`src/rtl/move_link_ctrl_pkg.sv`:
```
// link_pkg: shared types and defaults for the move link controller.
package link_pkg;

  localparam int unsigned PktLen = 8;
  // Both nibbles exceed 8, so this code can never be a legal move.
  localparam logic [7:0] AckCodeDefault = 8'hAA;

  typedef enum logic [2:0] {
    StIdle,
    StSend,
    StTxGap,
    StWaitAck,
    StErr
  } link_state_t;

  function automatic int unsigned max_u(input int unsigned a, input int unsigned b);
    return (a > b) ? a : b;
  endfunction

endpackage

```
`src/rtl/move_link_ctrl_if.sv`:
```
// move_link_ctrl_if: game-side and UART-side signals of the move link controller.
interface move_link_ctrl_if #(
  parameter int unsigned PKT_LEN = 8,
  parameter int unsigned RETRY_W = 2
);
  logic               move_req_in;
  logic [PKT_LEN-1:0] move_in;
  logic               rx_ready_in;
  logic [PKT_LEN-1:0] rx_data_in;
  logic               tx_trigger_out;
  logic [PKT_LEN-1:0] tx_data_out;
  logic               remote_valid_out;
  logic [PKT_LEN-1:0] remote_move_out;
  logic               move_done_out;
  logic               busy_out;
  logic               link_err_out;
  logic [RETRY_W-1:0] retry_count_out;

  // Controller side.
  modport slave (
    input  move_req_in, move_in, rx_ready_in, rx_data_in,
    output tx_trigger_out, tx_data_out, remote_valid_out, remote_move_out,
    output move_done_out, busy_out, link_err_out, retry_count_out
  );

  // Game FSM / UART side.
  modport master (
    output move_req_in, move_in, rx_ready_in, rx_data_in,
    input  tx_trigger_out, tx_data_out, remote_valid_out, remote_move_out,
    input  move_done_out, busy_out, link_err_out, retry_count_out
  );

endinterface

```
`src/rtl/move_link_ctrl_timer.sv`:
```
// link_timer: loadable down-counter; done is high for one cycle, load_val cycles after a load.
module link_timer #(
  parameter int unsigned Width = 8
) (
  input  logic             clk_in,
  input  logic             rst_in_n,
  input  logic             load,
  input  logic [Width-1:0] load_val,
  output logic             done
);

  logic [Width-1:0] cnt_q, cnt_d;
  logic             run_q, run_d;

  assign done = run_q && (cnt_q == Width'(1));

  // Next count: a load restarts the timer, otherwise count down and stop at done.
  always_comb begin
    cnt_d = cnt_q;
    run_d = run_q;
    if (load) begin
      cnt_d = load_val;
      run_d = 1'b1;
    end else if (run_q) begin
      cnt_d = cnt_q - Width'(1);
      if (done) run_d = 1'b0;
    end
  end

  // Counter state.
  always_ff @(posedge clk_in or negedge rst_in_n) begin
    if (!rst_in_n) begin
      cnt_q <= '0;
      run_q <= 1'b0;
    end else begin
      cnt_q <= cnt_d;
      run_q <= run_d;
    end
  end

endmodule

```
`src/rtl/move_link_ctrl.sv`:
```
// move_link_ctrl: arbitrates the single UART transmitter between local moves and ACKs,
// acknowledges remote moves, retransmits on ACK timeout and raises a sticky error.
// Optional build macro: LINK_DUP_FILTER_EN (re-ack but do not deliver retransmitted moves).
module move_link_ctrl #(
  parameter int unsigned        PKT_LEN       = link_pkg::PktLen,
  parameter int unsigned        TX_FRAME_CLKS = 67_710,
  parameter int unsigned        ACK_TIMEOUT   = 6_500_000,
  parameter int unsigned        MAX_RETRY     = 3,
  parameter logic [PKT_LEN-1:0] ACK_CODE      = PKT_LEN'(link_pkg::AckCodeDefault)
) (
  input logic             clk_in,
  input logic             rst_in_n,
  move_link_ctrl_if.slave link
);
  import link_pkg::*;

  localparam int unsigned RetryW = $clog2(MAX_RETRY + 1);
  localparam int unsigned TimerW = $clog2(max_u(TX_FRAME_CLKS, ACK_TIMEOUT) + 1);

  link_state_t        state_q, state_d;
  logic [PKT_LEN-1:0] move_q, move_d;
  logic               move_pend_q, move_pend_d;
  logic               inflight_q, inflight_d;
  logic               ack_pend_q, ack_pend_d;
  logic               sent_move_q, sent_move_d;
  logic [RetryW-1:0]  retry_q, retry_d;
  logic               rx_valid_q;
  logic [PKT_LEN-1:0] rx_data_q;
  logic               tx_trigger_q, tx_trigger_d;
  logic [PKT_LEN-1:0] tx_data_q, tx_data_d;
  logic               remote_valid_q, remote_valid_d;
  logic [PKT_LEN-1:0] remote_move_q, remote_move_d;
  logic               move_done_q, move_done_d;
`ifdef LINK_DUP_FILTER_EN
  logic               expect_remote_q, expect_remote_d;
`endif

  logic              rx_is_ack, ack_hit, ack_set, deliver, move_accept;
  logic              timer_load, timer_done;
  logic [TimerW-1:0] timer_val;

  // Received packets are decoded one cycle after rx_ready_in (rx_valid_q stage).
  assign rx_is_ack   = (rx_data_q == ACK_CODE);
  // Any packet received while a move is in flight acknowledges it, except once failed.
  assign ack_hit     = rx_valid_q && inflight_q && (state_q != StErr);
  assign ack_set     = rx_valid_q && !rx_is_ack && (state_q != StErr);
`ifdef LINK_DUP_FILTER_EN
  assign deliver     = rx_valid_q && !rx_is_ack && expect_remote_q;
`else
  assign deliver     = rx_valid_q && !rx_is_ack;
`endif
  assign move_accept = link.move_req_in && !move_pend_q && (state_q != StErr);

  link_timer #(
    .Width (TimerW)
  ) u_timer (
    .clk_in   (clk_in),
    .rst_in_n (rst_in_n),
    .load     (timer_load),
    .load_val (timer_val),
    .done     (timer_done)
  );

  // Next-state, flag updates and registered output values.
  always_comb begin
    state_d        = state_q;
    move_d         = move_q;
    move_pend_d    = move_pend_q;
    inflight_d     = inflight_q;
    ack_pend_d     = ack_pend_q;
    sent_move_d    = sent_move_q;
    retry_d        = retry_q;
    tx_trigger_d   = 1'b0;
    tx_data_d      = tx_data_q;
    remote_valid_d = 1'b0;
    remote_move_d  = remote_move_q;
    move_done_d    = 1'b0;
    timer_load     = 1'b0;
    timer_val      = '0;
`ifdef LINK_DUP_FILTER_EN
    expect_remote_d = expect_remote_q;
`endif

    if (move_accept) begin
      move_d      = link.move_in;
      move_pend_d = 1'b1;
      retry_d     = '0;
    end

    if (deliver) begin
      remote_move_d  = rx_data_q;
      remote_valid_d = 1'b1;
`ifdef LINK_DUP_FILTER_EN
      expect_remote_d = 1'b0;
`endif
    end

    unique case (state_q)
      StIdle: begin
        if (ack_pend_q || move_pend_q) state_d = StSend;
      end
      StSend: begin
        // Packet choice is made here so an ACK that became pending meanwhile still wins.
        if (ack_pend_q || move_pend_q) begin
          tx_trigger_d = 1'b1;
          state_d      = StTxGap;
          timer_load   = 1'b1;
          // The SEND cycle itself is the first clock of the frame.
          timer_val    = TimerW'(TX_FRAME_CLKS - 1);
          if (ack_pend_q) begin
            tx_data_d   = ACK_CODE;
            ack_pend_d  = 1'b0;
            sent_move_d = 1'b0;
          end else begin
            tx_data_d   = move_q;
            inflight_d  = 1'b1;
            sent_move_d = 1'b1;
`ifdef LINK_DUP_FILTER_EN
            expect_remote_d = 1'b1;
`endif
          end
        end else begin
          state_d = StIdle;
        end
      end
      StTxGap: begin
        if (timer_done) begin
          if (sent_move_q && inflight_q && !ack_hit) begin
            state_d    = StWaitAck;
            timer_load = 1'b1;
            timer_val  = TimerW'(ACK_TIMEOUT);
          end else begin
            state_d = StIdle;
          end
        end
      end
      StWaitAck: begin
        // An ACK in the timeout cycle still counts.
        if (ack_hit) begin
          state_d = StIdle;
        end else if (timer_done) begin
          if (retry_q < RetryW'(MAX_RETRY)) begin
            retry_d = retry_q + RetryW'(1);
            state_d = StIdle;
          end else begin
            state_d = StErr;
          end
        end
      end
      StErr: begin
        state_d = StErr;
      end
      default: state_d = StIdle;
    endcase

    // Applied after SEND so an acknowledgement always clears the in-flight move.
    if (ack_hit) begin
      move_pend_d = 1'b0;
      inflight_d  = 1'b0;
      move_done_d = 1'b1;
    end
    // Applied after SEND so a new ACK request is never lost to an ACK being sent.
    if (ack_set) ack_pend_d = 1'b1;
  end

  // State, flags, receive stage and output registers.
  always_ff @(posedge clk_in or negedge rst_in_n) begin
    if (!rst_in_n) begin
      state_q        <= StIdle;
      move_q         <= '0;
      move_pend_q    <= 1'b0;
      inflight_q     <= 1'b0;
      ack_pend_q     <= 1'b0;
      sent_move_q    <= 1'b0;
      retry_q        <= '0;
      rx_valid_q     <= 1'b0;
      rx_data_q      <= '0;
      tx_trigger_q   <= 1'b0;
      tx_data_q      <= '0;
      remote_valid_q <= 1'b0;
      remote_move_q  <= '0;
      move_done_q    <= 1'b0;
`ifdef LINK_DUP_FILTER_EN
      expect_remote_q <= 1'b1;
`endif
    end else begin
      state_q        <= state_d;
      move_q         <= move_d;
      move_pend_q    <= move_pend_d;
      inflight_q     <= inflight_d;
      ack_pend_q     <= ack_pend_d;
      sent_move_q    <= sent_move_d;
      retry_q        <= retry_d;
      rx_valid_q     <= link.rx_ready_in;
      rx_data_q      <= link.rx_data_in;
      tx_trigger_q   <= tx_trigger_d;
      tx_data_q      <= tx_data_d;
      remote_valid_q <= remote_valid_d;
      remote_move_q  <= remote_move_d;
      move_done_q    <= move_done_d;
`ifdef LINK_DUP_FILTER_EN
      expect_remote_q <= expect_remote_d;
`endif
    end
  end

  assign link.tx_trigger_out   = tx_trigger_q;
  assign link.tx_data_out      = tx_data_q;
  assign link.remote_valid_out = remote_valid_q;
  assign link.remote_move_out  = remote_move_q;
  assign link.move_done_out    = move_done_q;
  assign link.busy_out         = move_pend_q;
  assign link.link_err_out     = (state_q == StErr);
  assign link.retry_count_out  = retry_q;

endmodule

```
`src/flat_wrapper.sv`:
```
// flat-port wrapper written by rule: the top's interface ports become plain ports
module move_link_ctrl_flat import link_pkg::*;
#(
  parameter int unsigned        PKT_LEN       = link_pkg::PktLen,
  parameter int unsigned        TX_FRAME_CLKS = 67_710,
  parameter int unsigned        ACK_TIMEOUT   = 6_500_000,
  parameter int unsigned        MAX_RETRY     = 3,
  parameter logic [PKT_LEN-1:0] ACK_CODE      = PKT_LEN'(link_pkg::AckCodeDefault)
)
  (clk_in, rst_in_n, link_move_req_in, link_move_in, link_rx_ready_in, link_rx_data_in, link_tx_trigger_out, link_tx_data_out, link_remote_valid_out, link_remote_move_out, link_move_done_out, link_busy_out, link_link_err_out, link_retry_count_out);
  move_link_ctrl_if #(.PKT_LEN(PKT_LEN), .RETRY_W(2)) link_i ();
  input logic clk_in;
  input logic rst_in_n;
  input wire logic [$bits(link_i.move_req_in)-1:0] link_move_req_in;
  input wire logic [$bits(link_i.move_in)-1:0] link_move_in;
  input wire logic [$bits(link_i.rx_ready_in)-1:0] link_rx_ready_in;
  input wire logic [$bits(link_i.rx_data_in)-1:0] link_rx_data_in;
  output wire logic [$bits(link_i.tx_trigger_out)-1:0] link_tx_trigger_out;
  output wire logic [$bits(link_i.tx_data_out)-1:0] link_tx_data_out;
  output wire logic [$bits(link_i.remote_valid_out)-1:0] link_remote_valid_out;
  output wire logic [$bits(link_i.remote_move_out)-1:0] link_remote_move_out;
  output wire logic [$bits(link_i.move_done_out)-1:0] link_move_done_out;
  output wire logic [$bits(link_i.busy_out)-1:0] link_busy_out;
  output wire logic [$bits(link_i.link_err_out)-1:0] link_link_err_out;
  output wire logic [$bits(link_i.retry_count_out)-1:0] link_retry_count_out;
  assign link_i.move_req_in = link_move_req_in;
  assign link_i.move_in = link_move_in;
  assign link_i.rx_ready_in = link_rx_ready_in;
  assign link_i.rx_data_in = link_rx_data_in;
  assign link_tx_trigger_out = link_i.tx_trigger_out;
  assign link_tx_data_out = link_i.tx_data_out;
  assign link_remote_valid_out = link_i.remote_valid_out;
  assign link_remote_move_out = link_i.remote_move_out;
  assign link_move_done_out = link_i.move_done_out;
  assign link_busy_out = link_i.busy_out;
  assign link_link_err_out = link_i.link_err_out;
  assign link_retry_count_out = link_i.retry_count_out;
  move_link_ctrl #(.PKT_LEN(PKT_LEN), .TX_FRAME_CLKS(TX_FRAME_CLKS), .ACK_TIMEOUT(ACK_TIMEOUT), .MAX_RETRY(MAX_RETRY), .ACK_CODE(ACK_CODE)) u_core (.clk_in(clk_in), .rst_in_n(rst_in_n), .link(link_i));
endmodule
```
`config.mk`:
```
export PLATFORM = sky130hd
export DESIGN_NAME = move_link_ctrl_flat
export DESIGN_NICKNAME = d
export VERILOG_FILES = /design/src/rtl/move_link_ctrl_pkg.sv /design/src/rtl/move_link_ctrl_if.sv /design/src/rtl/move_link_ctrl_timer.sv /design/src/rtl/move_link_ctrl.sv /design/src/flat_wrapper.sv
export SDC_FILE = /design/constraint.sdc
export NUM_CORES = 1
export LEC_CHECK = 0
export ABC_CLOCK_PERIOD_IN_PS = 6000
export CAP_MARGIN = 20
export CORE_MARGIN = 1
export CORE_UTILIZATION = 35
export CTS_CLUSTER_SIZE = 28
export DETAILED_ROUTE_END_ITERATION = 10
export SLEW_MARGIN = 20
export SYNTH_ARGS = -nofsm -noshare
export SYNTH_HDL_FRONTEND = slang
export SYNTH_SLANG_ARGS = --single-unit
```
`constraint.sdc`:
```
create_clock -name clk_in -period 6 [get_ports clk_in]
set_clock_uncertainty 0.1 [all_clocks]
set_input_delay 1.2 -clock clk_in [delete_from_list [all_inputs] [get_ports clk_in]]
set_output_delay 1.2 -clock clk_in [all_outputs]
set_load 0.05 [all_outputs]
```
## Word level (Yosys, flattened, before mapping)

Cells that the tools add are included.

| storage, ports and cells | value |
|---|---|
| bits in registers | 69 |
| latch bits | 0 |
| memory bits (writable) | 0 |
| ROM bits | 0 |
| bits of input ports | 20 |
| word-level logic and storage cells | 94 |
| memories | 0 |

| cells by class | value |
|---|---|
| add/subtract/negate cells | 2 |
| $mul | 0 |
| div/mod/pow operators | 0 |
| $lt $le $gt $ge | 1 |
| equality and inequality tests | 11 |
| shifts and indexed selects | 0 |
| mux-type cells | 40 |
| bitwise operators | 0 |
| reductions and logical operators | 24 |

Operators with widths:

| cell | number |
|---|---|
| $mux 23 | 4 |
| $pmux 23 s2 | 1 |
| $eq 23x1->1 const B | 1 |
| $sub 23x1->23 const B | 1 |
| $mux 1 | 19 |
| $mux 17 | 1 |
| $mux 3 | 5 |
| $pmux 3 s5 | 1 |
| $mux 2 | 7 |
| $reduce_bool 2->1 | 6 |
| $logic_and 1x1->1 | 9 |
| $eq 8x8->1 const B | 1 |
| $mux 8 | 1 |
| $eq 3x2->1 const B | 2 |
| $reduce_and 3->1 | 2 |
| $ne 2x1->1 const B | 2 |
| $reduce_and 2->1 | 2 |
| $eq 3x1->1 const B | 1 |
| $eq 3x3->1 const B | 1 |
| $logic_not 1->1 | 3 |
| $logic_not 3->1 | 1 |
| $ne 3x1->1 const B | 1 |
| $ne 3x3->1 const B | 1 |
| $add 2x1->2 const B | 1 |
| other kinds (4) | 4 |

## Logic depth before layout (Yosys ltp)

Gate-level depths: netlist of the first run.

| depth | value |
|---|---|
| depth in word-level cells | 8 |
| depth in mapped cells | 7 |

## Modules after synthesis

A second synthesis of the first run with hierarchy kept.

| unflattened totals | value |
|---|---|
| cell total of the unflattened synthesis | 286 |
| area, all modules | 3179.3 µm² |

By module, submodules not included:

| module | times used | cells an instance | area each (µm²) |
|---|---|---|---|
| move_link_ctrl | 1 | 134 | 1815.5 |
| link_timer | 1 | 152 | 1363.8 |

## Worst setup path before layout of the first run

Ideal clock, no wire load.

| path | value |
|---|---|
| path kind | flip-flop to output port |
| start | register u_core.state_q[0] |
| end | output port link_link_err_out |
| data arrival time | 1344 ps |
| setup slack | 3356 ps |
| cell stages (with the launch flop) | 4 |
| cell sequence | dfrtp_1 -> clkbuf_1 -> or3b_2 -> inv_1 |

| on the way | value |
|---|---|
| cells in the longest elaborated chain, start to end | 1 |

Ends and longest elaborated chain:

| what | RTL line | RTL |
|---|---|---|
| from (decl) | move_link_ctrl.sv:20 | `link_state_t state_q, state_d;` |
| from (signal assigned) | move_link_ctrl.sv:169 | `state_q <= StIdle;` |
| from (signal assigned) | move_link_ctrl.sv:187 | `state_q <= state_d;` |
| $eq 3x3->1 | move_link_ctrl.sv:213 | `assign link.link_err_out = (state_q == StErr);` |
| to (decl) | flat_wrapper.sv:24 | `output wire logic [$bits(link_i.link_err_out)-1:0] link_link_err_out;` |

Every way passes these cells.

## Final worst setup path of the first run

Same ends and word-level chain as after synthesis.

==> qor.yml, run 1 <==
ios: 43
final_nets: 346
cts_root_buf: "clkbuf_8"
viasPerCell: 5.04
status: "finished clean"
die_area_sq_um: 8910
drv_cap: 0
postRouteAntennaNets: 0
area_delta_synth_final_pct: 26.0
antenna_found_initial: 0
yosysTopAreaCell: "dfrtp_1"
grt_max_degree: 70
cts_buffer_depth: 2
grtUsageTotal_pct: 15.7
dp_hpwl_um: 4140
syn_area_per_cell_sq_um: 10.8
synth_ff_type: "dfrtp_1"
dieWidth_um: 94.4
hold_path_class: "reg2reg"
place_ws_ns: 2.81
synth_top_area_share_pct: 57.8
multi_input_area_sq_um: 1200
drive_above_1_share_pct: 11.6
core_sq_um: 8260
synthTopCellsByCount: "dfrtp_1 (69), nand2_1 (48), nor2_1 (26), mux2_2 (13), xnor2_1 (12)"
rsz0062_at_grt: "no"
p_per_area_nw_per_um2: 424
arrival_ns: 2.28
dp.cells: 417
setup_viol: 0
p_leak_uw: 0.00165
clkTransAtPathRegs_ns: 0.08
critPathKind: "reg2out"
r2r_start: "u_core.u_timer.cnt_q[3]"
cts_setup_buffers: 0
row_count: 33
fmax_mhz: 279
instances_no_fill: 433
start_util_pct: 36.2
io_buffers: 42
hold_buffers: 0
synth.distinct_cells: 45
min_from: "u_core.rx_data_q[2]"
ys_seq_elements: 69
clock_latency_ns: 0.34
period_minus_slack_ns: 3.58
tns_ns: 0
netlist_area_sq_um: 2990
vdd_drop_max_mv: 0.247
die_h_um: 94.4
first_global_vias: 2181
drt_iter0_drc: 103
cp-start-kind: "flop"
routed_wl_um: 6200
gp_congestion: 0.741
finalMaxSlewViolations: 0
critical_path.max_fanout: 9
hold_slack_ns: 0.374
seq_area_frac_synth_pct: 57.8
wl_per_cell_um: 14.3
drc: 0
clock-sinks: 69
synth.area.top_cells: "dfrtp_1 (58%), nand2_1 (6.0%), mux2_2 (4.9%)"
timing.final.ws_setup_ns: 2.42
num_vias: 2183
numCtsBuffers: 9
final-seq-area_sq_um: 1730
hold_viol: 0
syn-num-nets: 300
h-tree-depth: 3
slew_headroom_pct: 41.9
diodes: 0
yosys_warnings: 0
synth_edf_count: 0
synth_cells: 277
worst_pin_slew_ns: 0.871
critPathRequiredTime_ns: 4.70
critPathLaunch: "u_core.state_q[0]"
cts_resized: 0
grt_pass1_wl_um: 10600
grt_overflow: 0
dr.pass1.iters: 4
yosysMostFrequentCell: "dfrtp_1"
cts_tree: "done"
end_kind: "output pin"
period_share_pct: 59.6
fill_cells: 800
async_reset_ff_share_pct: 100
through the flow:
| stage | total power, uW | area (sq um) | utilization (%) |
|---|---|---|---|
| 6_report | 1600 | 3770 | 45.6 |
| 5_1_grt | 1690 | 3770 | 45.6 |
| 4_1_cts | 1610 | 3770 | 45.6 |
| 3_5_place_dp | 1130 | 3510 | 42.5 |
| 3_3_place_gp | 1110 | 3510 | 42.5 |
| 2_1_floorplan | 975 | 2990 | - |
registers in the layout, indices dropped and copies added (netlist names):
signal,count
u_core.link.tx_data_out,8
u_core.u_timer.cnt_q,23
u_core.rx_data_q,8
u_core.move_q,8
u_core.link.retry_count_out,2
u_core.link.remote_move_out,8
u_core.u_timer.run_q,1
u_core.link.remote_valid_out,1
u_core.state_q,3
u_core.rx_valid_q,1
u_core.link.move_done_out,1
u_core.link.tx_trigger_out,1
u_core.inflight_q,1
u_core.link.busy_out,1
u_core.ack_pend_q,1
u_core.sent_move_q,1
kinds of logic after synthesis:
| kind of cell | Yosys count | share of synthesized area [%] |
|---|---|---|
| and+or+nand+nor | 130 | 22.7 |
| DFF | 69 | 57.8 |
| AOI/OAI and AO/OA | 30 | 6.45 |
| buffers and inverters | 16 | 2.13 |
| muxes | 15 | 5.57 |
| xor gates and xnor gates | 14 | 4.10 |
| adders and majority gates | 3 | 1.26 |
cell type report:
cell class	instances	area share, %
flip-flops and latches	69	45.8
multi-input cells	192	31.8
clock inverters	6	3.09
well taps	105	3.49
clock buffers	10	3.65
repair buffers	44	11.4
inverters	7	0.697
path summary, 6_finish.rpt:
kind	depth (start not counted)	slack, ns	end
max	3	2.42	link_link_err_out
min	2	0.37	u_core.link.remote_move_out[2]
max reg2reg	5	3.47	u_core.link.retry_count_out[1]
min in group asynchronous	2	0.95	u_core.u_timer.cnt_q[14]
max in group asynchronous	2	4.28	u_core.u_timer.cnt_q[18]
min reg2reg	2	0.37	u_core.link.remote_move_out[2]
routing by layer:
metal | track usage, % | vias up | routed length, um
li1 | - | 1065 | -
met3 | 5.48 | 2 | 262
met2 | 23.8 | 44 | 2960
met4 | 5.77 | 0 | 47
met1 | 20.9 | 1072 | 2930
met5 | 0 | - | 0
layout by cell type, fill, tap and decap left out, drive strengths merged, types with 2 or more instances in the layout:
cell type and count:
o31ai 2, bufinv 3, and4 4, dfrtp 69
buf 3, ha 3, nor4bb 3, nor4 8
nand3 5, mux2i 2, or4 4, nand4 4
clkbuf 10, a21oi 7, o21ai 10, nor2b 3
clkdlybuf4s50 41, clkinv 2, nor3 11, mux2 13
o22a 2, nand2 48, or3 2, xor2 2
and3 2, inv 8, nor2 26, xnor2 12
nand3b 6
worst max-delay path: stages (launching register included):
cell and delay (ns):
dfrtp_1 0.47, or3b_2 0.53, inv_1 0.12, clkdlybuf4s50_1 0.81
where the power goes:
group | total [uW] | leakage (uW) | internal, uW | switching (uW)
Clock | 478 | 0.000127 | 291 | 187
Combinational | 438 | 0.000678 | 180 | 258
Sequential | 680 | 0.000849 | 575 | 106
Power figures use the tool's default switching activity.
==> run 2, diff against run 1 <==
ABC_CLOCK_PERIOD_IN_PS = 2900   (was 6000)
clock period = 2.9 ns   (was 6 ns; I/O delays follow)
==> qor.yml, run 2 (synthesis results as in run 1) <==
grt_max_degree: 39  # was 70
rsz0062_at_grt: "no"  # unchanged
regToRegEndpoint: "u_core.u_timer.cnt_q[21]"  # was u_core.link.retry_count_out[1]
utilization_pct: 46.2  # was 45.6%
grt_overflow: 0  # unchanged
core_sq_um: 8260  # unchanged
area_delta_synth_final_pct: 27.6  # was 26.0%
io_buffers: 42  # unchanged
gp_congestion: 0.761  # was 0.741
clock-sinks: 69  # unchanged
ios: 43  # unchanged
h-tree-depth: 3  # unchanged
start_util_pct: 36.2  # unchanged
tns_ns: 0  # unchanged
dieWidth_um: 94.4  # unchanged
largest_reg_flops: 23  # unchanged
vdd_drop_max_mv: 0.355  # was 0.247 mV
routed_wl_um: 6120  # was 6200 um
row_count: 33  # unchanged
drive_above_1_share_pct: 12.4  # was 11.6%
critical_path.max_fanout: 9  # unchanged
grt_pass1_wl_um: 10700  # was 10600 um
dr.pass1.iters: 4  # unchanged
num_vias: 2183  # unchanged
clkTransAtPathRegs_ns: 0.07  # was 0.08 ns
antenna_found_initial: 0  # unchanged
finalMaxSlewViolations: 0  # unchanged
hold_viol: 0  # unchanged
clock_latency_ns: 0.35  # was 0.34 ns
fill_cells: 771  # was 800
drc: 0  # unchanged
status: "finished clean"  # unchanged
arrival_ns: 1.97  # was 2.28 ns
final_cell_mix: "dfrtp_1 (69), nand2_1 (48), clkdlybuf4s50_1 (40)"  # was dfrtp_1 (69), nand2_1 (48), clkdlybuf4s50_1 (41)
p_leak_uw: 0.00168  # was 0.00165 uW
r2r_start: "u_core.u_timer.cnt_q[2]"  # was u_core.u_timer.cnt_q[3]
critPathKind: "reg2out"  # unchanged
die_h_um: 94.4  # unchanged
multi_input_area_sq_um: 1200  # unchanged
rr_worst_depth: 5  # unchanged
diodes: 0  # unchanged
rrSetupSlack_ns: 0.59  # was 3.47 ns
numCtsBuffers: 9  # unchanged
p_per_area_nw_per_um2: 875  # was 424 nW/um^2
final-seq-area_sq_um: 1730  # unchanged
first_global_vias: 2241  # was 2181
cts_root_buf: "clkbuf_8"  # unchanged
dp_hpwl_um: 4200  # was 4140 um
grtUsageTotal_pct: 15.9  # was 15.7%
die_area_sq_um: 8910  # unchanged
viasPerCell: 5.01  # was 5.04
cts_tree: "done"  # unchanged
layout_commonest_cell: "dfrtp_1"  # unchanged
final_nets: 350  # was 346
fmax_mhz: 377
postRouteAntennaNets: 0  # unchanged
period_share_pct: 91.5
critPathRequiredTime_ns: 2.22  # was 4.70 ns
drv_cap: 0  # unchanged
regMostFlops: "u_core.u_timer.cnt_q"  # unchanged
drt_iter0_drc: 141  # was 103
setup_viol: 0  # unchanged
end_kind: "output pin"  # unchanged
cts_setup_buffers: 0  # unchanged
wl_per_cell_um: 14.0  # was 14.3 um
period_minus_slack_ns: 2.65
hold_path_class: "in2async"  # was reg2reg
cp-start-kind: "flop"  # unchanged
cts_buffer_depth: 2  # unchanged
slew_headroom_pct: 51.3  # was 41.9%
worst_pin_slew_ns: 0.730  # was 0.871 ns
[run 2: cell types whose count changed in the layout (fill, tap and decap cells not counted), sizes merged]
cell	change
buf	+4
inv	-2
clkinvlp	+1
bufinv	+1
clkbuf	-1
clkdlybuf4s50	-1
dlygate4sd2	+1
[run 2: timing repair]
action / 4_1_cts / 5_1_grt
setup endpoints to repair: 1 / 0
resized for setup: 1 / 0
hold buffers: 0 / 0
[run 2: critical path: stages, from the launching register on]
cell and delay, ns:
dfrtp_1 0.47, or3b_2 0.52, inv_1 0.11, dlygate4sd2_1 0.53
[run 2: how the worst max path moves through the flow]
| stage | startpoint | endpoint | slack, ns | cells past startpoint |
|---|---|---|---|---|
| finish | u_core.state_q[0] | link_link_err_out | 0.25 | 3 |
| global route | u_core.state_q[0] | link_link_err_out | 0.18 | 3 |
| CTS | u_core.state_q[0] | link_link_err_out | 0.23 | 3 |
| detailed placement | u_core.state_q[0] | link_link_err_out | 0.35 | 3 |
| global placement | u_core.state_q[0] | link_link_err_out | 0.36 | 3 |
| floorplan | u_core.u_timer.cnt_q[3] | u_core.link.retry_count_out[1] | 0.76 | 6 |
[run 2: where the power goes]
part | internal [uW] | switching, uW | total, uW
clock | 655 | 372 | 1030
combinational | 387 | 547 | 934
sequential | 1190 | 189 | 1380
[run 2: per-layer routing]
metal  GRT usage [%]  part of all wire (%)  vias to the layer above
met2            24.3                    46                       36
met3            4.99                   3.8                       13
met1            20.9                    48                     1065
met4            6.92                   2.1                        0
met5               0                     0                        -
li1                -                     -                     1069
[run 2: area by class of cell]
class / count / share of cell area, %
flip-flops and latches: 69 / 45.3
multi-input cells: 192 / 31.4
repair buffers: 48 / 12.4
clock inverters: 6 / 3.57
well taps: 105 / 3.44
clock buffers: 9 / 3.25
inverters: 7 / 0.689
[run 2: through the flow]
step / setup slack, ns / cells / total power (uW) / hold WS (ns) / cell area [sq um]
after global placement: 0.362 / 421 / 2320 / 0.354 / 3560
after global routing: 0.175 / 436 / 3530 / 0.233 / 3810
final: 0.246 / 436 / 3340 / 0.187 / 3810
after CTS: 0.234 / 436 / 3380 / 0.200 / 3810
after floorplan: 0.763 / 277 / 2020 / 0.184 / 2990
after detailed placement: 0.349 / 421 / 2340 / 0.363 / 3560
==> run 3, diff against run 2 <==
--- a/constraint.sdc
+++ b/constraint.sdc
@@ -3,3 +3,3 @@
 set_input_delay 0.58 -clock clk_in [delete_from_list [all_inputs] [get_ports clk_in]]
 set_output_delay 0.58 -clock clk_in [all_outputs]
-set_load 0.05 [all_outputs]
+set_load 0.005 [all_outputs]
==> qor.yml, run 3 (synthesis results as in run 1) <==
drv_cap: 0  # unchanged
wl_per_cell_um: 13.9  # was 14.0 um
dpl_cell_area_sq_um: 3540  # was 3560 sq um
routed_wl_um: 6060  # was 6120 um
row_count: 33  # unchanged
area_delta_synth_final_pct: 26.6  # was 27.6%
fill_cells: 783  # was 771
numCtsBuffers: 9  # unchanged
die_area_sq_um: 8910  # unchanged
period_minus_slack_ns: 2.65  # about the same
cts_setup_buffers: 0  # unchanged
critPathKind: "reg2out"  # unchanged
final_cell_mix: "dfrtp_1 (69), nand2_1 (48), clkdlybuf4s50_1 (41)"  # was dfrtp_1 (69), nand2_1 (48), clkdlybuf4s50_1 (40)
drt_iter0_drc: 121  # was 141
start_util_pct: 36.2  # unchanged
cts_resized: 0  # was 1
hold_viol: 0  # unchanged
hold_slack_ns: 0.344  # was 0.187 ns
layout_commonest_cell: "dfrtp_1"  # unchanged
worst_pin_slew_ns: 0.867  # was 0.730 ns
p_sw_uw: 888  # was 1110 uW
clock_latency_ns: 0.34  # was 0.35 ns
postRouteAntennaNets: 0  # unchanged
final-seq-area_sq_um: 1730  # unchanged
die_h_um: 94.4  # unchanged
status: "finished clean"  # unchanged
period_share_pct: 91.3  # was 91.5%
vdd_drop_max_mv: 0.633  # was 0.355 mV
grt_max_degree: 70  # was 39
first_global_vias: 2118  # was 2241
dieWidth_um: 94.4  # unchanged
ios: 43  # unchanged
slew_headroom_pct: 42.2  # was 51.3%
num_vias: 2197  # was 2183
io_buffers: 42  # unchanged
final_area_sq_um: 3780  # was 3810 sq um
clkTransAtPathRegs_ns: 0.07  # about the same
h-tree-depth: 3  # unchanged
power_switching_share_pct: 29.1  # was 33.2%
clock-sinks: 69  # unchanged
hold_buffers: 0  # unchanged
grt_overflow: 0  # unchanged
p_per_area_nw_per_um2: 807  # was 875 nW/um^2
grt_pass1_wl_um: 10300  # was 10700 um
diodes: 0  # unchanged
arrival_ns: 1.97  # about the same
rsz0062_at_grt: "no"  # unchanged
critPathRequiredTime_ns: 2.22  # about the same
end_kind: "output pin"  # unchanged
regMostFlops: "u_core.u_timer.cnt_q"  # unchanged
p_leak_uw: 0.00166  # was 0.00168 uW
fmax_mhz: 378  # was 377 MHz
setup_viol: 0  # unchanged
gp_congestion: 0.821  # was 0.761
cts_buffer_depth: 2  # unchanged
viasPerCell: 5.04  # was 5.01
drc: 0  # unchanged
antenna_found_initial: 0  # unchanged
cts_root_buf: "clkbuf_8"  # unchanged
critical_path.max_fanout: 9  # unchanged
hold_path_class: "in2async"  # unchanged
instances_no_fill: 436  # unchanged
rr_worst_depth: 5  # unchanged
tns_ns: 0  # unchanged
seqPwrFrac_pct: 45.0  # was 41.3%
dp.cells: 420  # was 421
p_int_uw: 2170  # was 2230 uW
combPwrFrac_pct: 23.4  # was 28.0%
largest_reg_flops: 23  # unchanged
final_nets: 349  # was 350
core_sq_um: 8260  # unchanged
finalMaxSlewViolations: 0  # unchanged
dr.pass1.iters: 4  # unchanged
drive_above_1_share_pct: 12.4  # unchanged
grtUsageTotal_pct: 15.2  # was 15.9%
p_clk_share_pct: 31.5  # was 30.8%
multi_input_area_sq_um: 1200  # unchanged
cts_tree: "done"  # unchanged
cp-start-kind: "flop"  # unchanged
dp_hpwl_um: 4150  # was 4200 um
## run 3: cell types whose count changed in the layout (fill, tap and decap cells not counted)
cell | previous run | this run
buf_12 | 1 | 0
clkinvlp_4 | 1 | 2
dlygate4sd2_1 | 1 | 0
bufinv_16 | 4 | 3
clkdlybuf4s50_1 | 40 | 41
clkbuf_8 | 9 | 10
clkinv_4 | 1 | 0
clkinv_2 | 0 | 1
## run 3: final cells by class
type                       count  share of cell area (%)
multi-input combinational    192                    31.7
clock buffer                  10                    3.64
tap                          105                    3.47
timing repair buffer          47                    12.0
sequential                    69                    45.6
inverter                       7                   0.694
clock inverter                 6                    2.91
## run 3: metrics by stage
step	util [%]	worst slack, ns	total power, uW
3_3_place_gp	42.8	0.585	2100
4_1_cts	45.8	0.253	3090
5_1_grt	45.8	0.197	3240
2_1_floorplan	-	0.763	1800
3_5_place_dp	42.8	0.504	2120
6_report	45.8	0.253	3050
## run 3: worst max-delay path: stages (launching register included)
cell             delay [ns]
dfrtp_1                0.48
or3b_2                 0.53
inv_1                  0.12
clkdlybuf4s50_1        0.50
## run 3: path summary, 6_finish.rpt
check                                              from                              to  slack [ns]
worst max register to register  u_core.u_timer.cnt_q[3]  u_core.link.retry_count_out[1]        0.47
min in group clk_in                 u_core.rx_data_q[2]  u_core.link.remote_move_out[2]        0.37
worst max-delay path                  u_core.state_q[0]               link_link_err_out        0.25
worst min-delay path                           rst_in_n  u_core.link.remote_move_out[5]        0.34
max in group asynchronous                      rst_in_n                u_core.move_q[3]        1.80
worst min register to register      u_core.rx_data_q[2]  u_core.link.remote_move_out[2]        0.37
## run 3: power by group through the flow
stage                     clock (uW)  combinational [uW]  sequential, uW
after floorplan                    0                 451            1350
after global placement             0                 715            1390
after detailed placement           0                 726            1400
after CTS                        982                 727            1380
after global routing            1020                 805            1410
final                            963                 716            1380
## run 3: metal layers
layer	global-route usage, %	up-vias	routed length [um]
li1	-	1067	-
met1	19.9	1074	2900
met2	24.0	49	2850
met3	3.62	7	261
met4	6.15	0	55
met5	0	-	0
==> edit 1: new RTL, settings of run 2 <==
`TX_FRAME_CLKS` is set to 67_710 in 2 places; all go to 270_840.
--- a/src/rtl/move_link_ctrl.sv
+++ b/src/rtl/move_link_ctrl.sv
@@ -3,7 +3,7 @@
 // Optional build macro: LINK_DUP_FILTER_EN (re-ack but do not deliver retransmitted moves).
 module move_link_ctrl #(
   parameter int unsigned        PKT_LEN       = link_pkg::PktLen,
-  parameter int unsigned        TX_FRAME_CLKS = 67_710,
+  parameter int unsigned        TX_FRAME_CLKS = 270_840,
   parameter int unsigned        ACK_TIMEOUT   = 6_500_000,
   parameter int unsigned        MAX_RETRY     = 3,
   parameter logic [PKT_LEN-1:0] ACK_CODE      = PKT_LEN'(link_pkg::AckCodeDefault)
--- a/src/flat_wrapper.sv
+++ b/src/flat_wrapper.sv
@@ -2,7 +2,7 @@
 module move_link_ctrl_flat import link_pkg::*;
 #(
   parameter int unsigned        PKT_LEN       = link_pkg::PktLen,
-  parameter int unsigned        TX_FRAME_CLKS = 67_710,
+  parameter int unsigned        TX_FRAME_CLKS = 270_840,
   parameter int unsigned        ACK_TIMEOUT   = 6_500_000,
   parameter int unsigned        MAX_RETRY     = 3,
   parameter logic [PKT_LEN-1:0] ACK_CODE      = PKT_LEN'(link_pkg::AckCodeDefault)
Check against the original RTL: no difference found for any inputs over 10 cycles, from zero or initial values and one cycle with rst_in_n low; that may be too few to reach the edited logic, so the function may still have changed.
==> edit 1 against run 2 <==
First-iteration DRC count down 28%; combinational power up 1%; routed wire length up 1.8%; synthesized area up 1.8%; register-to-register slack worse by 0.12 ns; design area up 0.98%; die area up 1.8%; sequential power about the same; setup slack better by 0.22 ns; sequential cell count unchanged; global-route usage down 0.11 points; worst hold slack better by 0.15 ns; power up 0.90%; via count up 1.2%; critical endpoint is now u_core.link.retry_count_out[1]; highest routed layer unchanged.
==> edit 1: results (changes against run 2) <==
[outcome]
status=completed

[floorplan]
floorplan.initialDensity=0.367  ; +0.00468

[global_routing]
grt_pass1_vias=2287  ; +2.1%
grt_pass1_wl_mm=10.8  ; +1.1%
use_met2=0.249  ; +0.00545
antenna_found_initial=0  ; unchanged
grt_util_met3=0.0415  ; -0.00845
grtUsageMet1=0.204  ; -0.00423
grt_usage=0.158  ; -0.00110
grt_max_degree=70  ; +79%

[place]
dpl.hpwl_mm=4.28  ; +2.1%
place_area_sq_um=3580  ; +0.74%
place_congestion=0.862  ; +13%
io_buffer_count=42  ; unchanged
dp.cells=422  ; +0.24%
dp_slack_ns=0.495  ; +0.146 ns

[final_layout]
drive_gt1_frac=0.135  ; +0.0113
antenna_cells=0  ; unchanged
regMostFlops=u_core.u_timer.cnt_q
fin_nets=351  ; +0.29%
largest_reg_flops=23  ; unchanged

[critical_path]
cp_top_family=simple AND/OR/NAND/NOR gates
critPathMaxStageDelay_ns=0.59  ; +0.06 ns
crit_path_top_delay_cell=dfrtp_1
worstPathMaxFanout=11  ; +2
arrival_ns=2.56  ; +0.59 ns

[logic_synthesis]
avgSynthCellArea_sq_um=10.9  ; +0.71%
synth_fp_nets=303  ; +1.0%
yosysUniqueCellTypes=45  ; unchanged
synth_commonest_cells=69 x dfrtp_1, 42 x nand2_1, 17 x nor2_1
synth_ff_type=dfrtp_1
synth_seq_area_share=0.567  ; -0.0102
synthTopCellsByArea=dfrtp_1 57%, nand2_1 5.2%, mux2_2 4.8%

[clocking]
clockBufferDepth=2  ; unchanged
numCtsBuffers=9  ; unchanged
cts_htree_levels=3  ; unchanged
cts.clk_slew.worst_paths_ns=0.08
cts_setup_buffers=0  ; unchanged
root_buffer=clkbuf_8
postCtsResizedCells=0  ; -1

[detailed_routing]
dr_total_vias=2210  ; +1.2%
routedWlPerCell_microns=14.2  ; +1.3%
drt-initial-drc-count=101  ; -28%
wl_met1_mm=2.92  ; -0.20%
dr_wl_met3_microns=290  ; +23%
first_pass_iters=4  ; unchanged
routed_wl_mm=6.23  ; +1.8%
wl_met2_mm=2.90  ; +2.7%

[power]
power_frac_clock=0.310  ; +0.002
clock_net_power_w=0.00104
vdd_drop_max_uv=527  ; +49%
seq_power_share=0.410  ; -0.003
swShare=0.338  ; +0.00636
p_leak_nw=1.66  ; -1.4%

[sta]
relSlewSlack=0.420  ; -0.0930

[hold_path]
hp-class=primary input to asynchronous set/reset pin

edit 1: cell count changes in the layout (fill, tap and decap cells not counted), moves of 2 or more:
| cell | delta |
|---|---|
| a31oi_1 | +2 |
| buf_4 | +2 |
| o21a_1 | +4 |
| nor4_1 | +2 |
| and3_1 | -2 |
| nand2_1 | -6 |
| a211o_1 | +2 |
| nor4b_1 | +3 |
| nand2b_1 | +2 |
| nor2_1 | -9 |
| nor4_2 | -2 |
| o21ai_0 | +5 |
| inv_1 | +2 |
edit 1: path summary, 6_finish.rpt:
path	start	slack, ns	cells past startpoint	endpoint
max	u_core.u_timer.run_q	0.47	5	u_core.link.retry_count_out[1]
min reg2reg	u_core.rx_data_q[6]	0.37	2	u_core.link.remote_move_out[6]
min	rst_in_n	0.33	2	u_core.u_timer.cnt_q[0]
max in group asynchronous	rst_in_n	1.80	2	u_core.link.remote_move_out[1]
min in group clk_in	u_core.rx_data_q[6]	0.37	2	u_core.link.remote_move_out[6]
max reg2reg	u_core.u_timer.run_q	0.47	5	u_core.link.retry_count_out[1]
edit 1: worst register-to-register path, delay by kind of cell, from the launching register on:
kind | cells | cell delay, ns
multiplexers | 1 | 0.35
AND/OR/NAND/NOR | 3 | 1.18
buffers and inverters | 1 | 0.11
flip-flops | 1 | 0.59
edit 1: cells by family after synthesis:
kind of cell / share of synthesized area
AO/OA/AOI/OAI: 0.0769
adder cells (fa/ha/maj): 0.0123
AND/OR/NAND/NOR: 0.220
XOR/XNOR: 0.0461
flip-flops: 0.567
buffers and inverters: 0.0263
multiplexers: 0.0514
edit 1: cell type report:
class	count	area, sq um
Timing Repair Buffer	48	458
Tap cell	105	131
Inverter	8	30.0
Fill cell	770	4450
Multi-Input combinational cell	192	1240
Clock buffer	9	124
Sequential cell	69	1730
Clock inverter	7	146
==> edit 2: new RTL, config.mk and constraints of run 2 <==
Without the edit above. Put a register stage on the output `link.link_err_out`. The value now appears one clock later.
--- a/src/rtl/move_link_ctrl.sv
+++ b/src/rtl/move_link_ctrl.sv
@@ -210,7 +210,9 @@
   assign link.remote_move_out  = remote_move_q;
   assign link.move_done_out    = move_done_q;
   assign link.busy_out         = move_pend_q;
-  assign link.link_err_out     = (state_q == StErr);
+  always_ff @(posedge clk_in) begin
+    link.link_err_out <= (state_q == StErr);
+  end
   assign link.retry_count_out  = retry_q;
 
 endmodule
Function: no difference found for any inputs over 10 cycles, from zero or initial values and one cycle with rst_in_n low; that may be too few to reach the edited logic, so the function may still have changed.
==> edit 2 against run 2 <==
Setup slack better by 0.20 ns; synthesized cell count up 0.36%; global-route usage down 0.085 points; critical path depth up 2; synthesized area up 0.67%; design area down 1.2%; sequential cell count up 1; routed wire length up 1.5%; power down 4.6%; critical path type is now flip-flop to flip-flop.
==> edit 2: results (changes against run 2) <==
[clocking]
postCtsResizedCells=0  ; -1

[critical_path]
r2r_end=u_core.link.retry_count_out[1]
rrSetupSlack_ns=0.44  ; -0.15 ns
rr_startpoint=u_core.u_timer.cnt_q[3]
arrival_ns=2.59  ; +0.62 ns
cp-end-kind=flip-flop
worstPathMaxFanout=7  ; -2
critPathLaunch=u_core.u_timer.cnt_q[3]

[power]
vdd_drop_max_uv=337  ; -5.0%
clock_net_power_w=0.000855  ; -17%
pg_comb_w=0.000939  ; +0.5%
p_leak_nw=1.66  ; -1.6%

[global_routing]
grt_max_degree=70  ; +79%
use_met2=0.243  ; about the same
grtUsageMet1=0.210  ; +0.00132
grt_pass1_wl_mm=10.7  ; about the same
grt_usage=0.159  ; -0.000855

[detailed_routing]
dr_total_vias=2241  ; +2.7%
routedWlPerCell_microns=14.2  ; +1.3%
drt-initial-drc-count=127  ; -9.9%
wl_met1_mm=2.99  ; +2.0%

[logic_synthesis]
synth-async-reset-ratio=0.986  ; -0.0143
postSynthCellCount=278  ; +0.36%
synth_compound_area_frac=0.0640  ; -0.000429
synth_xor_area_frac=0.0407  ; -0.000273
synthTopCellsByArea=dfrtp_1 57%, nand2_1 6.0%, mux2_2 4.9%
synth_fp_nets=301  ; +0.33%

[sta]
fin_crit_sh=0.847  ; -0.0680
hold_ws_ns=0.336  ; +0.149 ns
tightest_slew_ns=0.864  ; +0.134 ns

[place]
place_congestion=0.780  ; +2.5%
dp_slack_ns=0.497  ; +0.148 ns

[final_layout]
drive_gt1_frac=0.120  ; -0.00339

[outcome]
status=completed

-- edit 2: cell count changes after synthesis --
cell     change
dfxtp_1      +1
-- edit 2: final cells by class --
type / count / area [sq um]
fill: 805 / 4490
sequential: 70 / 1750
inverter: 7 / 26.3
clock buffer: 10 / 128
clock inverter: 6 / 86.3
timing repair buffer: 47 / 453
multi-input combinational: 192 / 1200
tap: 105 / 131
-- edit 2: per-stage QoR --
| stage | power [W] | std cells | instance area, sq um |
|---|---|---|---|
| 6_report | 0.00319 | 437 | 3770 |
| 5_1_grt | 0.00338 | 437 | 3770 |
| 3_3_place_gp | 0.00233 | 421 | 3560 |
| 4_1_cts | 0.00322 | 437 | 3770 |
| 3_5_place_dp | 0.00236 | 421 | 3560 |
| 2_1_floorplan | 0.00203 | 278 | 3010 |
-- edit 2: worst max-delay path, cell delays in order (launching register included) --
cell and delay, ns:
dfrtp_1 0.44, nor4_1 0.65, and4_1 0.43, nand3_1 0.17, nor3_2 0.19, mux2_2 0.35
